`src/rtl/apb_pkg.sv`:
```
// apb_pkg: shared constants for the APB register-file responder
//   FSM state encoding, transfer direction values and the default ID word.
package apb_pkg;
   localparam logic [1:0] IDLE   = 2'b00;
   localparam logic [1:0] SETUP  = 2'b01;
   localparam logic [1:0] ACCESS = 2'b10;
   localparam logic APB_READ  = 1'b0;
   localparam logic APB_WRITE = 1'b1;
   localparam logic [31:0] DEFAULT_ID = 32'hA9B0_0001;
endpackage

```
`src/rtl/apb_addr_decode.sv`:
```
// apb_addr_decode: maps a byte address to a register index and flags illegal accesses
//   addr  : byte address of the transfer
//   write : transfer direction (APB_WRITE / APB_READ)
//   index : word index into the register file
//   error : misaligned, outside the window, or a write to the read-only ID register
module apb_addr_decode
   import apb_pkg::*;
#(
   parameter logic [31:0] BASE_ADDR = 32'h8000_0000,
   parameter int          NUM_REGS  = 16
) (
   input  logic [31:0]                 addr,
   input  logic                        write,
   output logic [$clog2(NUM_REGS)-1:0] index,
   output logic                        error
);
   localparam int          AW   = $clog2(NUM_REGS);
   localparam logic [31:0] SPAN = 32'(NUM_REGS * 4);
   logic [31:0] offset;
   // addresses below the base wrap to huge offsets and land in the out-of-range check
   assign offset = addr - BASE_ADDR;
   assign index  = offset[AW+1:2];
   assign error  = (offset[1:0] != 2'b00) || (offset >= SPAN) ||
                   (write == APB_WRITE && index == '0);
endmodule

```
`src/rtl/apb_slave_regfile.sv`:
```
// apb_slave_regfile: APB completer with a word-addressed 32-bit register file
//   HCLK, HRESETn          : clock, synchronous active-low reset
//   PSEL, PENABLE, PWRITE  : APB control from the bridge
//   PADDR, PWDATA          : byte address and write data
//   PRDATA                 : registered read data, valid while PREADY on a read
//   PREADY, PSLVERR        : completion strobe after WAIT_STATES extra cycles, error flag
module apb_slave_regfile
   import apb_pkg::*;
#(
   parameter logic [31:0] BASE_ADDR   = 32'h8000_0000,
   parameter int          NUM_REGS    = 16,
   parameter int          WAIT_STATES = 0,
   parameter logic [31:0] ID_VALUE    = DEFAULT_ID
) (
   input  logic        HCLK,
   input  logic        HRESETn,
   input  logic        PSEL,
   input  logic        PENABLE,
   input  logic        PWRITE,
   input  logic [31:0] PADDR,
   input  logic [31:0] PWDATA,
   output logic [31:0] PRDATA,
   output logic        PREADY,
   output logic        PSLVERR
);
   localparam int AW = $clog2(NUM_REGS);
   logic [1:0]    state_q, state;
   logic [3:0]    cnt;
   logic [31:0]   addr_q;
   logic          write_q;
   logic [31:0]   regs [NUM_REGS];
   logic [31:0]   dec_addr;
   logic          dec_write;
   logic [AW-1:0] idx;
   logic          err;
   // Only ACCESS is held in a register; a setup phase is recognised straight off
   // the bus so that the setup cycle itself is SETUP and back-to-back transfers
   // need no idle cycle between them.
   always_comb state = (state_q == ACCESS) ? ACCESS : (PSEL && !PENABLE) ? SETUP : IDLE;
   // Decode the live bus during setup and the captured transfer during access.
   assign dec_addr  = (state_q == ACCESS) ? addr_q  : PADDR;
   assign dec_write = (state_q == ACCESS) ? write_q : PWRITE;
   apb_addr_decode #(.BASE_ADDR(BASE_ADDR), .NUM_REGS(NUM_REGS)) u_dec (
      .addr  (dec_addr),
      .write (dec_write),
      .index (idx),
      .error (err)
   );
   assign PREADY  = (state == ACCESS) && (cnt == 4'd0) && PSEL && PENABLE;
   assign PSLVERR = PREADY && err;
   always_ff @(posedge HCLK) begin
      if (!HRESETn) begin
         state_q <= IDLE;
         cnt     <= 4'd0;
         addr_q  <= '0;
         write_q <= APB_READ;
         PRDATA  <= '0;
         for (int i = 0; i < NUM_REGS; i++) regs[i] <= '0;
      end else if (state == SETUP) begin
         state_q <= ACCESS;
         cnt     <= 4'(WAIT_STATES);
         addr_q  <= PADDR;
         write_q <= PWRITE;
         PRDATA  <= err ? '0 : (idx == '0) ? ID_VALUE : regs[idx];
      end else if (state == ACCESS) begin
         // a dropped PSEL aborts; a zero count ends the transfer either way
         if (!PSEL || cnt == 4'd0) state_q <= IDLE;
         else cnt <= cnt - 4'd1;
         if (PREADY && write_q == APB_WRITE && !err) regs[idx] <= PWDATA;
      end
   end
endmodule

```
`config.mk`:
```
export PLATFORM = sky130hd
export DESIGN_NAME = apb_slave_regfile
export DESIGN_NICKNAME = d
export VERILOG_FILES = /design/src/rtl/apb_pkg.sv /design/src/rtl/apb_addr_decode.sv /design/src/rtl/apb_slave_regfile.sv
export SDC_FILE = /design/constraint.sdc
export NUM_CORES = 1
export LEC_CHECK = 0
export CORE_MARGIN = 5
export CORE_UTILIZATION = 55
export DETAILED_ROUTE_END_ITERATION = 8
export GPL_TIMING_DRIVEN = 1
export PLACE_DENSITY = 0.75
export SYNTH_ARGS = -nofsm -noshare
export SYNTH_HDL_FRONTEND = slang
export SYNTH_SLANG_ARGS = --single-unit
```
`constraint.sdc`:
```
create_clock -name HCLK -period 4.7 [get_ports HCLK]
set_clock_uncertainty 0.05 [all_clocks]
set_input_delay 0.47 -clock HCLK [delete_from_list [all_inputs] [get_ports HCLK]]
set_output_delay 0.47 -clock HCLK [all_outputs]
set_load 0.005 [all_outputs]
```
==> results of run 1 <==
[state kept, by name (all words and copies together), names as in the netlist]
name / count
state_q: 1
cnt: 4
addr_q: 32
regs: 504
write_q: 1
PRDATA: 32
[per-layer routing]
metal  up-vias  global-route usage [%]  wire length (um)
met5         -                       0                 0
met4         0                    7.74              1720
met3       122                    6.16              8090
met2      1037                    41.5             32600
met1      8673                    38.3             26400
li1       7523                       -                 -
[synth_stat cells, types with 13 or more instances]
| cell type | instances |
|---|---|
| nor4_2 | 33 |
| o22ai_1 | 31 |
| edfxtp_1 | 504 |
| dfxtp_1 | 70 |
| a22o_1 | 40 |
| nand2_1 | 119 |
| a32oi_1 | 15 |
| mux2i_1 | 155 |
| inv_1 | 37 |
| buf_1 | 24 |
| mux4_2 | 59 |
| o21ai_0 | 33 |
| clkbuf_1 | 133 |
| nor4_1 | 166 |
| buf_4 | 15 |
| nand4_1 | 13 |
| o31ai_1 | 31 |
| nor3_1 | 255 |
| buf_2 | 44 |
| nor2_1 | 45 |
[power by group through the flow]
| stage | clock (mW) | sequential, mW | combinational (mW) |
|---|---|---|---|
| 2_1_floorplan | 0 | 5.85 | 0.616 |
| 3_3_place_gp | 0 | 5.84 | 0.959 |
| 3_5_place_dp | 0 | 5.86 | 0.974 |
| 4_1_cts | 4.32 | 5.75 | 0.979 |
| 5_1_grt | 4.54 | 5.76 | 1.04 |
| 6_report | 4.29 | 5.75 | 0.992 |
[worst max-delay path, stage by stage (launching register included)]
cell and delay [ns]:
dfxtp_1 0.84, buf_4 0.31, nand2b_1 0.08, o32ai_2 0.40
a32oi_2 0.33, nand3_1 0.24, and2_1 0.15, clkdlybuf4s50_1 0.49
[layout make-up]
class	instances	area [um2]	area share, %
clock buffer	78	1600	5.49
clock inverter	28	150	0.516
inverter	37	139	0.477
multi-input combinational	1098	8400	28.9
sequential	574	16500	56.8
tap	607	759	2.61
timing repair buffer	158	1520	5.24
[cell families (layout without fill, tap and decap cells)]
logic type / count (synthesis) / count (layout) / share of synthesized area [%]
flops: 574 / 574 / 64.3
fa+ha+maj: 1 / 1 / 0.0486
buf+inv: 258 / 301 / 4.34
simple gates: 673 / 673 / 14.7
compound gates: 173 / 173 / 4.89
other cells: 1 / 24 / 0.0146
xor+xnor: 2 / 2 / 0.0681
mux: 225 / 225 / 11.7
[worst paths after layout]
| kind | start | end | slack (ns) |
|---|---|---|---|
| worst max-delay path | state_q[1] | PSLVERR | 0.73 |
| worst min-delay path | HRESETn | write_q | 0.25 |
| worst max register to register | state_q[1] | regs[7][3] | 0.82 |
| worst min register to register | PRDATA[19] | PRDATA[19] | 0.41 |
[metrics by stage]
| step | total power, mW | hold slack (ns) | instances | utilization [%] | worst slack, ns |
|---|---|---|---|---|---|
| 6_report | 11.0 | 0.246 | 2580 | 62.8 | 0.732 |
| 5_1_grt | 11.3 | 0.266 | 2580 | 62.8 | 0.548 |
| 4_1_cts | 11.0 | 0.215 | 2580 | 62.8 | 0.731 |
| 3_5_place_dp | 6.83 | 0.400 | 2474 | 59.0 | 0.766 |
| 3_3_place_gp | 6.80 | 0.390 | 2474 | 59.0 | 0.867 |
| 2_1_floorplan | 6.47 | 0.390 | 1930 | - | 0.0163 |
==> parameters.txt, run 1 <==
Parameter                              Value

Clocking
  Clock Tree Root ... clkbuf_16
  Buffers from clock root to sink, at most ... 3
  Number of clock buffers inserted by TritonCTS ... 57
  Post-CTS clock slew at the launch and capture registers of the worst setup and hold paths ... 0.06 ns
  Number of gates resized after cts ... 0
  Number of levels in the clock H-tree ... 2
  Clock Sink Count ... 574
  Setup Buffers After CTS ... 0
  # hold bufs at CTS ... 0
  Clock network latency to the later pin of the worst-skew pair ... 0.60 ns
  TritonCTS clock tree ... built

Cells and area
  Most frequent standard cell in the layout excluding fill and tap cells ... edfxtp_1
  Layout cell share with drive strength beyond 1 ... 14.2%
  Design area ... 29100 um2
  Filler cell count in the final layout ... 3371
  Post-synthesis to final-layout area growth ... 13.2%
  Leading cell types in the layout, fill and taps excluded ... 504 x edfxtp_1, 255 x nor3_1, 166 x nor4_1, 154 x mux2i_1, 117 x nand2_1
  Antenna cells ... 0
  # nets final ... 1996

Worst setup path
  Length in cells of the worst reg-to-reg path ... 7
  Data required time at the worst endpoint ... 4.18 ns
  Type of the worst setup path ... flip-flop to output port
  Crit path arrival time ... 3.45 ns
  Sort of element at the end of the critical path ... output port
  CP startpoint kind ... flip-flop
  Top fanout value on the critical path ... 25

Logic synthesis
  Leading area contributor after synthesis ... edfxtp_1
  Area fraction of the dominant cell type after synthesis ... 58.9%
  Count of flip-flops with a built-in enable after synthesis ... 504
  Number of storage elements in the synthesis netlist ... 574
  Post-Synthesis Mean Instance Area ... 13.5 um2
  Yosys warns ... 0
  Biggest area contributors in the synthesized netlist ... edfxtp_1 59%, mux2i_1 6.0%, dfxtp_1 5.4%
  Count of unique library cells instantiated by Yosys ... 49
  Cell area after synthesis ... 25700 um2
  Share of async-settable or async-resettable flops after synthesis ... 0%
  Leading register cell type out of synthesis ... edfxtp_1
  Gate count of the mapped netlist ... 1907
  Share of synthesized area occupied by flip-flops and latches ... 64.3%

Place
  Standard cell area after detailed placement ... 27400 um2
  Half-perimeter wire length of the detailed placement result ... 39700 um
  Port Buffer Count ... 102
  RD Place Congestion ... 0.805

Die
  Placeable core region ... 46400 um2
  Die outline width ... 226 um
  Die area ... 51200 um2
  Floorplan die height ... 226 um
  Initial core utilization ... 55.5%
  I/O pins ... 103
  Row Count ... 79

Flow run
  Maximum Capacitance Violations ... 0

Power and ir drop
  Power per Cell Area ... 379 nW/um2
  Peak supply drop ... 275 uV
  Internal power ... 8.43 mW
  Clock group share of total power ... 38.9%
  Switching Power ... 2.60 mW
  Leakage power of the design ... 9.67 nW
  Share of total power in combinational logic ... 9.0%
  Switch share ... 23.6%
  Sequential share of power ... 52.1%

Worst hold path
  Worst hold path cell count ... 3
  Worst min-delay path category ... primary input to flip-flop

Outcome
  Run status ... finished, final reports clean

Route
  Number of DRC markers in iteration 0 ... 2485
  Number of detailed-route iterations in the first pass ... 6
  Vias ... 17400
  Routed wire length per instance ... 26.7 um
  # DRC ... 0
  Ratio of routed vias to standard cells ... 6.73
  Remaining antenna violation count ... 0
  Total length of routed wires ... 68800 um

Timing
  Fraction of the cycle the final worst path needs ... 84.4%
  Unrepaired setup endpoints after global routing ... no
  Pins over their slew limit ... 0
  Final setup violation count ... 0
  Achievable frequency ... 252 MHz
  Hold violation total from the final report ... 0
  Min Tclk post-route ... 3.97 ns
  Slew at the pin with the worst max-slew slack ... 1.09 ns
  Tightest slew margin relative to the limit ... 27.0%
  Setup TNS ... 0 ns

Global route
  Initial antenna violation count ... 0
  First-pass GRT wire length ... 105000 um
  Via count of the first global-routing pass ... 17200
  Total congestion overflow after global routing ... 0
  Largest net degree at the start of global routing ... 147
  Total track usage ... 26.7%
(Power assumes the default switching activity.)
==> run 2, diff against run 1 <==
PLACE_DENSITY = 0.72   (was 0.75)
clock period = 4.1 ns   (was 4.7 ns; I/O delays follow)
==> run 2 against run 1 <==
Final cell count grew 0.62%. Register-to-register slack worse by 0.20 ns. Critical endpoint unchanged. First-iteration DRC count shrank 0.80%. Non-clock buffer count up 20. Critical path type unchanged. Highest routed layer unchanged. Sequential share of layout area shrank 0.47 points. Global-route usage grew 0.23 points. Critical path depth is the same. Utilization increased by 0.52 points. Clock power up 14%. Cell area grew 0.83%. Flip-flop and latch count unchanged.
==> parameters.txt, run 2 (same netlist as run 1, synthesis figures left out) <==
Parameter                              Value

Global route
  Initial antenna violation count ... 1 (+1)
  Largest net degree at the start of global routing ... 138 (-6.1%)
  First-pass GRT wire length ... 106000 um (+1.3%)
  GR met3 Demand/Resource ... 4.46% (-1.7 points)
  Via count of the first global-routing pass ... 17200 (+0.023%)
  Total track usage ... 26.9% (+0.23 points)
  Most used routing layer ... met2
  Fraction of met2 tracks used by global routing ... 41.9% (+0.36 points)
  Met1 track demand over resource ... 40.0% (+1.7 points)
  Total congestion overflow after global routing ... 0 (unchanged)

Worst hold path
  Worst hold path cell count ... 3 (unchanged)
  Worst min-delay path category ... primary input to flip-flop
  Hold wc startpoint ... HRESETn
  Hold Path Sink ... write_q

Place
  Dpl ws ... 0.546 ns (-0.220 ns)
  Half-perimeter wire length of the detailed placement result ... 41300 um (+4.1%)
  Port Buffer Count ... 102 (unchanged)
  RD Place Congestion ... 0.837 (+3.9%)
  Post-Place Cells ... 2494 (+0.81%)

Worst setup path
  Top fanout value on the critical path ... 17 (-32%)
  Worst flop-to-flop path startpoint ... state_q[1]
  Crit Reg-Reg Endpoint ... regs[7][9]
  Length in cells of the worst reg-to-reg path ... 8 (+1)
  CP startpoint kind ... flip-flop
  Type of the worst setup path ... flip-flop to output port
  R2R setup slack ... 0.62 ns (-0.20 ns)
  Crit path arrival time ... 3.19 ns (-0.26 ns)
  Sort of element at the end of the critical path ... output port
  Data required time at the worst endpoint ... 3.64 ns (-0.54 ns)

Timing
  Fraction of the cycle the final worst path needs ... 89.0%
  Hold violation total from the final report ... 0 (unchanged)
  Final setup violation count ... 0 (unchanged)
  Tightest slew margin relative to the limit ... 30.1% (+3.1 points)
  Achievable frequency ... 274 MHz
  Pins over their slew limit ... 0 (unchanged)
  Unrepaired setup endpoints after global routing ... no
  Slew at the pin with the worst max-slew slack ... 1.05 ns (-0.0467 ns)
  Least setup slack across all paths after layout ... 0.452 ns (-0.280 ns)
  Min Tclk post-route ... 3.65 ns

Route
  Remaining antenna violation count ... 0 (unchanged)
  Ratio of routed vias to standard cells ... 6.74 (+0.24%)
  Number of detailed-route iterations in the first pass ... 6 (unchanged)
  Routed wire length per instance ... 26.8 um (+0.36%)
  Number of DRC markers in iteration 0 ... 2465 (-0.80%)
  # DRC ... 0 (unchanged)
  Total length of routed wires ... 69500 um (+0.98%)
  Vias ... 17500 (+0.86%)

Die
  Floorplan die height ... 226 um (unchanged)
  I/O pins ... 103 (unchanged)
  Row Count ... 79 (unchanged)
  Die area ... 51200 um2 (unchanged)
  Initial core utilization ... 55.5% (unchanged)
  Placeable core region ... 46400 um2 (unchanged)
  Die outline width ... 226 um (unchanged)

Clocking
  Clock Tree Root ... clkbuf_16
  Number of gates resized after cts ... 0 (unchanged)
  Post-CTS clock slew at the launch and capture registers of the worst setup and hold paths ... 0.06 ns (about the same)
  Buffers from clock root to sink, at most ... 3 (unchanged)
  # hold bufs at CTS ... 0 (unchanged)
  Clock Sink Count ... 574 (unchanged)
  Clock network latency to the later pin of the worst-skew pair ... 0.60 ns (about the same)
  Number of levels in the clock H-tree ... 2 (unchanged)
  Setup Buffers After CTS ... 0 (unchanged)
  Number of clock buffers inserted by TritonCTS ... 56 (-1.8%)
  TritonCTS clock tree ... built

Cells and area
  # nets final ... 2015 (+0.95%)
  Post-synthesis to final-layout area growth ... 14.1%
  Flip-flop count of the largest register, all copies and words added ... 504 (unchanged)
  Antenna cells ... 0 (unchanged)
  Biggest regs ... regs (504), PRDATA (32), addr_q (32)
  Non-filler instance count after layout ... 2596 (+0.62%)
  Leading cell types in the layout, fill and taps excluded ... 504 x edfxtp_1, 255 x nor3_1, 166 x nor4_1, 154 x mux2i_1, 117 x nand2_1
  Largest reg by FF count ... regs
  Final standard cell utilization of the core ... 63.3% (+0.52 points)
  Layout cell share with drive strength beyond 1 ... 14.7% (+0.54 points)
  Most frequent standard cell in the layout excluding fill and tap cells ... edfxtp_1

Power and ir drop
  Leakage power of the design ... 9.78 nW (+1.1%)
  Power per Cell Area ... 431 nW/um2 (+14%)
  Total Power Consumption ... 12.7 mW (+15%)
  Peak supply drop ... 350 uV (+27%)

Outcome
  Run status ... finished, final reports clean

Flow run
  Maximum Capacitance Violations ... 0 (unchanged)
-- run 2: cell types whose count changed in the layout (fill, tap and decap cells not counted), sizes merged --
| cell | delta |
|---|---|
| buf | +20 |
| clkinv | -17 |
| clkbuf | +14 |
| inv | -1 |
-- run 2: cell type report --
class | count | area, um2
Clock buffer | 92 | 1650
Clock inverter | 10 | 67.6
Fill cell | 3422 | 17000
Inverter | 37 | 139
Multi-Input combinational cell | 1098 | 8400
Sequential cell | 574 | 16500
Tap cell | 607 | 759
Timing Repair Buffer | 178 | 1800
-- run 2: per-stage QoR --
step	hold slack [ns]	TNS, ns	cell area [um2]
3_3_place_gp	0.389	0	27600
2_1_floorplan	0.390	-186.51	25800
3_5_place_dp	0.390	0	27600
4_1_cts	0.0977	0	29400
6_report	0.131	0	29400
5_1_grt	0.149	0	29400
-- run 2: worst max path at each step --
| stage | from | endpoint | slack (ns) | cells past startpoint |
|---|---|---|---|---|
| after floorplan | state_q[1] | regs[5][0] | -0.58 | 7 |
| after CTS | state_q[1] | PSLVERR | 0.44 | 7 |
| after global placement | PADDR[8] | regs[7][3] | 0.56 | 8 |
| after global routing | state_q[1] | PSLVERR | 0.26 | 7 |
| after detailed placement | PADDR[4] | regs[7][3] | 0.55 | 8 |
| final | state_q[1] | PSLVERR | 0.45 | 7 |
-- run 2: routing by layer --
metal / vias up / share of wire (%)
li1: 7550 / -
met1: 8802 / 41
met2: 1028 / 47
met3: 124 / 11
met4: 0 / 2.0
met5: - / 0
-- run 2: critical path, stage by stage (launching register included) --
cell,delay [ns]
dfxtp_1,0.70
buf_4,0.35
nand2b_1,0.11
o32ai_2,0.27
a32oi_2,0.26
nand3_1,0.24
and2_1,0.16
clkdlybuf4s50_1,0.50
-- run 2: power breakdown --
group	leakage [nW]	switching, mW	total, mW	internal (mW)
Sequential	5.77	0.0628	6.59	6.53
Combinational	3.18	0.782	1.17	0.392
Clock	0.833	2.11	4.89	2.78
==> run 3, diff against run 2 <==
CTS_BUF_LIST = sky130_fd_sc_hd__clkbuf_8   (was unset)
SYNTH_HIERARCHICAL = 1   (was unset)
==> run 3 against run 2 <==
Clock-buffer cell count increased by 10. Via count decreased by 16%. Clock power is 4.1% lower. Non-clock buffer count is 1 lower. Utilization increased by 0.37 points. Sequential power is essentially flat. Worst setup slack lost 0.066 ns. Register-to-register slack got worse by 0.20 ns. Area after synthesis is 0.72% higher. Global-route usage shrank 2.6 points.
==> parameters.txt, run 3 <==
Parameter                              Value

Outcome
  Run status ... finished, final reports clean

Power and ir drop
  Total Power Consumption ... 12.2 mW (-3.9%)
  Power per Cell Area ... 410 nW/um2 (-4.9%)
  Leakage power of the design ... 11.0 nW (+13%)
  Peak supply drop ... 221 uV (-37%)

Clocking
  Number of clock buffers inserted by TritonCTS ... 92 (+64%)
  TritonCTS clock tree ... built
  Number of levels in the clock H-tree ... 3 (+1)
  # hold bufs at CTS ... 0 (unchanged)
  Clock Sink Count ... 574 (unchanged)
  Post-CTS clock slew at the launch and capture registers of the worst setup and hold paths ... 0.06 ns (about the same)
  Clock Tree Root ... clkbuf_8
  Setup Buffers After CTS ... 0 (unchanged)
  Buffers from clock root to sink, at most ... 3 (unchanged)
  Clock network latency to the later pin of the worst-skew pair ... 0.67 ns (+0.07 ns)
  Number of gates resized after cts ... 0 (unchanged)

Route
  Vias ... 14800 (-16%)
  Wire length on met1 ... 25200 um (-10%)
  Number of DRC markers in iteration 0 ... 1351 (-45%)
  Ratio of routed vias to standard cells ... 5.84 (-13%)
  Total length of routed wires ... 62100 um (-11%)
  Remaining antenna violation count ... 0 (unchanged)
  # DRC ... 0 (unchanged)
  Sum of met2 wire segment lengths after detailed routing ... 31100 um (-4.6%)
  Met3 Wirelength ... 4500 um (-38%)
  Number of detailed-route iterations in the first pass ... 5 (-1)
  Topmost layer with routed signal wires ... met4
  Routed wire length per instance ... 24.5 um (-8.3%)

Logic synthesis
  Combinational family with the most area after synthesis ... simple AND/OR/NAND/NOR gates
  Top post-synthesis cells by count ... 506 x and2_1, 504 x edfxtp_1, 120 x mux4_2, 99 x nand2_1, 70 x dfxtp_1
  Cell area after synthesis ... 25900 um2 (+0.72%)
  Count of flip-flops with a built-in enable after synthesis ... 504 (unchanged)
  Area fraction of the dominant cell type after synthesis ... 58.4% (-0.42 points)
  Simple-gate share of the synthesized area ... 16.4% (+1.8 points)
  Compound-gate portion of the synthesized area ... 3.48% (-1.4 points)
  Biggest area contributors in the synthesized netlist ... edfxtp_1 58%, and2_1 12%, mux4_2 10%
  Most frequent cell after synthesis ... and2_1
  Share of async-settable or async-resettable flops after synthesis ... 0% (unchanged)
  Leading register cell type out of synthesis ... edfxtp_1
  Mux contribution to synthesized area ... 13.2% (+1.5 points)
  Leading area contributor after synthesis ... edfxtp_1
  Adder and majority cell fraction of the synthesized area ... 0.0966% (+0.048 points)
  Number of storage elements in the synthesis netlist ... 574 (unchanged)
  Gate count of the mapped netlist ... 1723 (-9.6%)
  Share of synthesized area occupied by flip-flops and latches ... 63.8% (-0.46 points)
  Count of unique library cells instantiated by Yosys ... 49 (unchanged)
  Total nets after synthesis ... 1794
  Xor and xnor area share after synthesis ... 0.0676% (-0.00048 points)
  Post-Synthesis Mean Instance Area ... 15.0 um2 (+11%)
  Yosys warns ... 6 (+6)

Worst setup path
  Crit path arrival time ... 3.25 ns (+0.06 ns)
  Sort of element at the end of the critical path ... output port
  Worst path most repeated cell ... buf_4
  CP startpoint kind ... flip-flop
  Top fanout value on the critical path ... 13 (-4)
  Series of cell instances along the critical path ... buf_4 -> buf_4 -> mux2_2 -> nor4b_2 -> nand3_1 -> a211o_1 -> buf_4 -> and3_1 -> clkdlybuf4s50_1
  CP peak stage delay ... 0.48 ns (-0.22 ns)
  Worst flop-to-flop path startpoint ... state_q[1]
  Length in cells of the worst reg-to-reg path ... 12 (+4)
  Crit Reg-Reg Endpoint ... regs[4][30]
  Data required time at the worst endpoint ... 3.64 ns (about the same)
  R2R setup slack ... 0.42 ns (-0.20 ns)
  Type of the worst setup path ... flip-flop to output port
  Slowest stage cell, crit path ... clkdlybuf4s50_1

Die
  Initial core utilization ... 55.6% (+0.16 points)
  Placeable core region ... 46600 um2 (+0.43%)
  Row Count ... 79 (unchanged)
  I/O pins ... 103 (unchanged)
  Floorplan die height ... 227 um (+0.34%)
  Die area ... 51500 um2 (+0.69%)
  Die outline width ... 227 um (+0.34%)

Global route
  Initial antenna violation count ... 2 (+1)
  Largest net degree at the start of global routing ... 120 (-13%)
  Total congestion overflow after global routing ... 0 (unchanged)
  First-pass GRT wire length ... 93900 um (-11%)
  Via count of the first global-routing pass ... 15500 (-10%)
  Total track usage ... 24.4% (-2.6 points)

Cells and area
  Filler cell count in the final layout ... 3380 (-1.2%)
  Post-synthesis to final-layout area growth ... 14.5%
  Biggest regs ... regs (504), PRDATA (32), addr_q (32)
  Layout cell share with drive strength beyond 1 ... 21.7% (+7.0 points)
  Final standard cell utilization of the core ... 63.7% (+0.37 points)
  Area taken by flip-flops and latches ... 16500 um2 (unchanged)
  Leading cell types in the layout, fill and taps excluded ... 506 x and2_1, 504 x edfxtp_1, 120 x mux4_2, 102 x clkbuf_8, 101 x clkdlybuf4s50_1
  # nets final ... 1914 (-5.0%)
  Area of the multi-input gates ... 8730 um2 (+3.9%)
  Non-filler instance count after layout ... 2530 (-2.5%)
  Most frequent standard cell in the layout excluding fill and tap cells ... and2_1
  Largest reg by FF count ... regs
  Flip-flop count of the largest register, all copies and words added ... 504 (unchanged)

Timing
  Fraction of the cycle the final worst path needs ... 90.6% (+1.6 points)
  Pins over their slew limit ... 0 (unchanged)
  Unrepaired setup endpoints after global routing ... no
  Hold violation total from the final report ... 0 (unchanged)
  Slew at the pin with the worst max-slew slack ... 1.03 ns (-0.0204 ns)
  Final setup violation count ... 0 (unchanged)
  Min Tclk post-route ... 3.71 ns (+0.0663 ns)
  Tightest slew margin relative to the limit ... 31.5% (+1.4 points)
  Achievable frequency ... 269 MHz (-1.8%)
  Setup TNS ... 0 ns (unchanged)

Place
  RD Place Congestion ... 0.782 (-6.5%)
  Half-perimeter wire length of the detailed placement result ... 36300 um (-12%)
  Post-Place Cells ... 2356 (-5.5%)
  Port Buffer Count ... 102 (unchanged)

Flow run
  Maximum Capacitance Violations ... 0 (unchanged)

Worst hold path
  Worst min-delay path category ... primary input to flip-flop
  Hold Path Sink ... addr_q[10]
  Worst hold path cell count ... 2 (-1)
  Hold wc startpoint ... HRESETn
==> run 3: worst max-delay path by stage <==
| stage | from | end | cells past startpoint |
|---|---|---|---|
| final | state_q[1] | PSLVERR | 9 |
| after global placement | PADDR[23] | regs[11][6] | 12 |
| after global routing | state_q[1] | regs[8][30] | 12 |
| after CTS | state_q[1] | PSLVERR | 9 |
| after floorplan | state_q[1] | regs[6][0] | 11 |
| after detailed placement | PADDR[3] | regs[15][16] | 7 |
==> run 3: logic make-up (layout without fill, tap and decap cells) <==
group	Yosys count	after routing
flip-flops	574	574
other	0	1
buffers and inverters	162	361
adder cells (fa/ha/maj)	2	2
AND/OR/NAND/NOR	684	684
AO/OA/AOI/OAI	114	114
XOR/XNOR	2	2
multiplexers	185	185
==> run 3: report_power, final <==
part / switching [mW] / internal [mW]
Clock: 2.26 / 2.43
Combinational: 0.499 / 0.392
Sequential: 0.0538 / 6.52
==> run 3: worst max-delay path, delay by kind of cell, from the launching register on <==
kind,cells,cell delay (ns)
buffers and inverters,4,1.05
DFF,1,0.32
muxes,1,0.36
and+or+nand+nor,3,0.55
AOI/OAI and AO/OA,1,0.30
==> run 3: final cells by class <==
cell class,count,share of cell area (%)
antenna,1,0.00844
clock buffer,102,4.73
clock inverter,71,1.26
inverter,11,0.139
multi-input combinational,987,29.4
sequential,574,55.8
tap,607,2.56
timing repair buffer,177,6.09
==> run 3: layer usage <==
metal / vias to the layer above / track usage, %
met4: 0 / 7.02
met5: - / 0
met1: 7596 / 32.8
met3: 93 / 4.72
met2: 519 / 41.1
li1: 6572 / -
==> run 3: stage by stage <==
stage / hold slack (ns) / cell area, um2 / setup WS (ns)
finish: 0.168 / 29600 / 0.385
global route: 0.173 / 29600 / 0.159
CTS: 0.125 / 29600 / 0.293
detailed placement: 0.405 / 27900 / 0.374
global placement: 0.397 / 27900 / 0.380
floorplan: 0.390 / 25900 / 0.0737
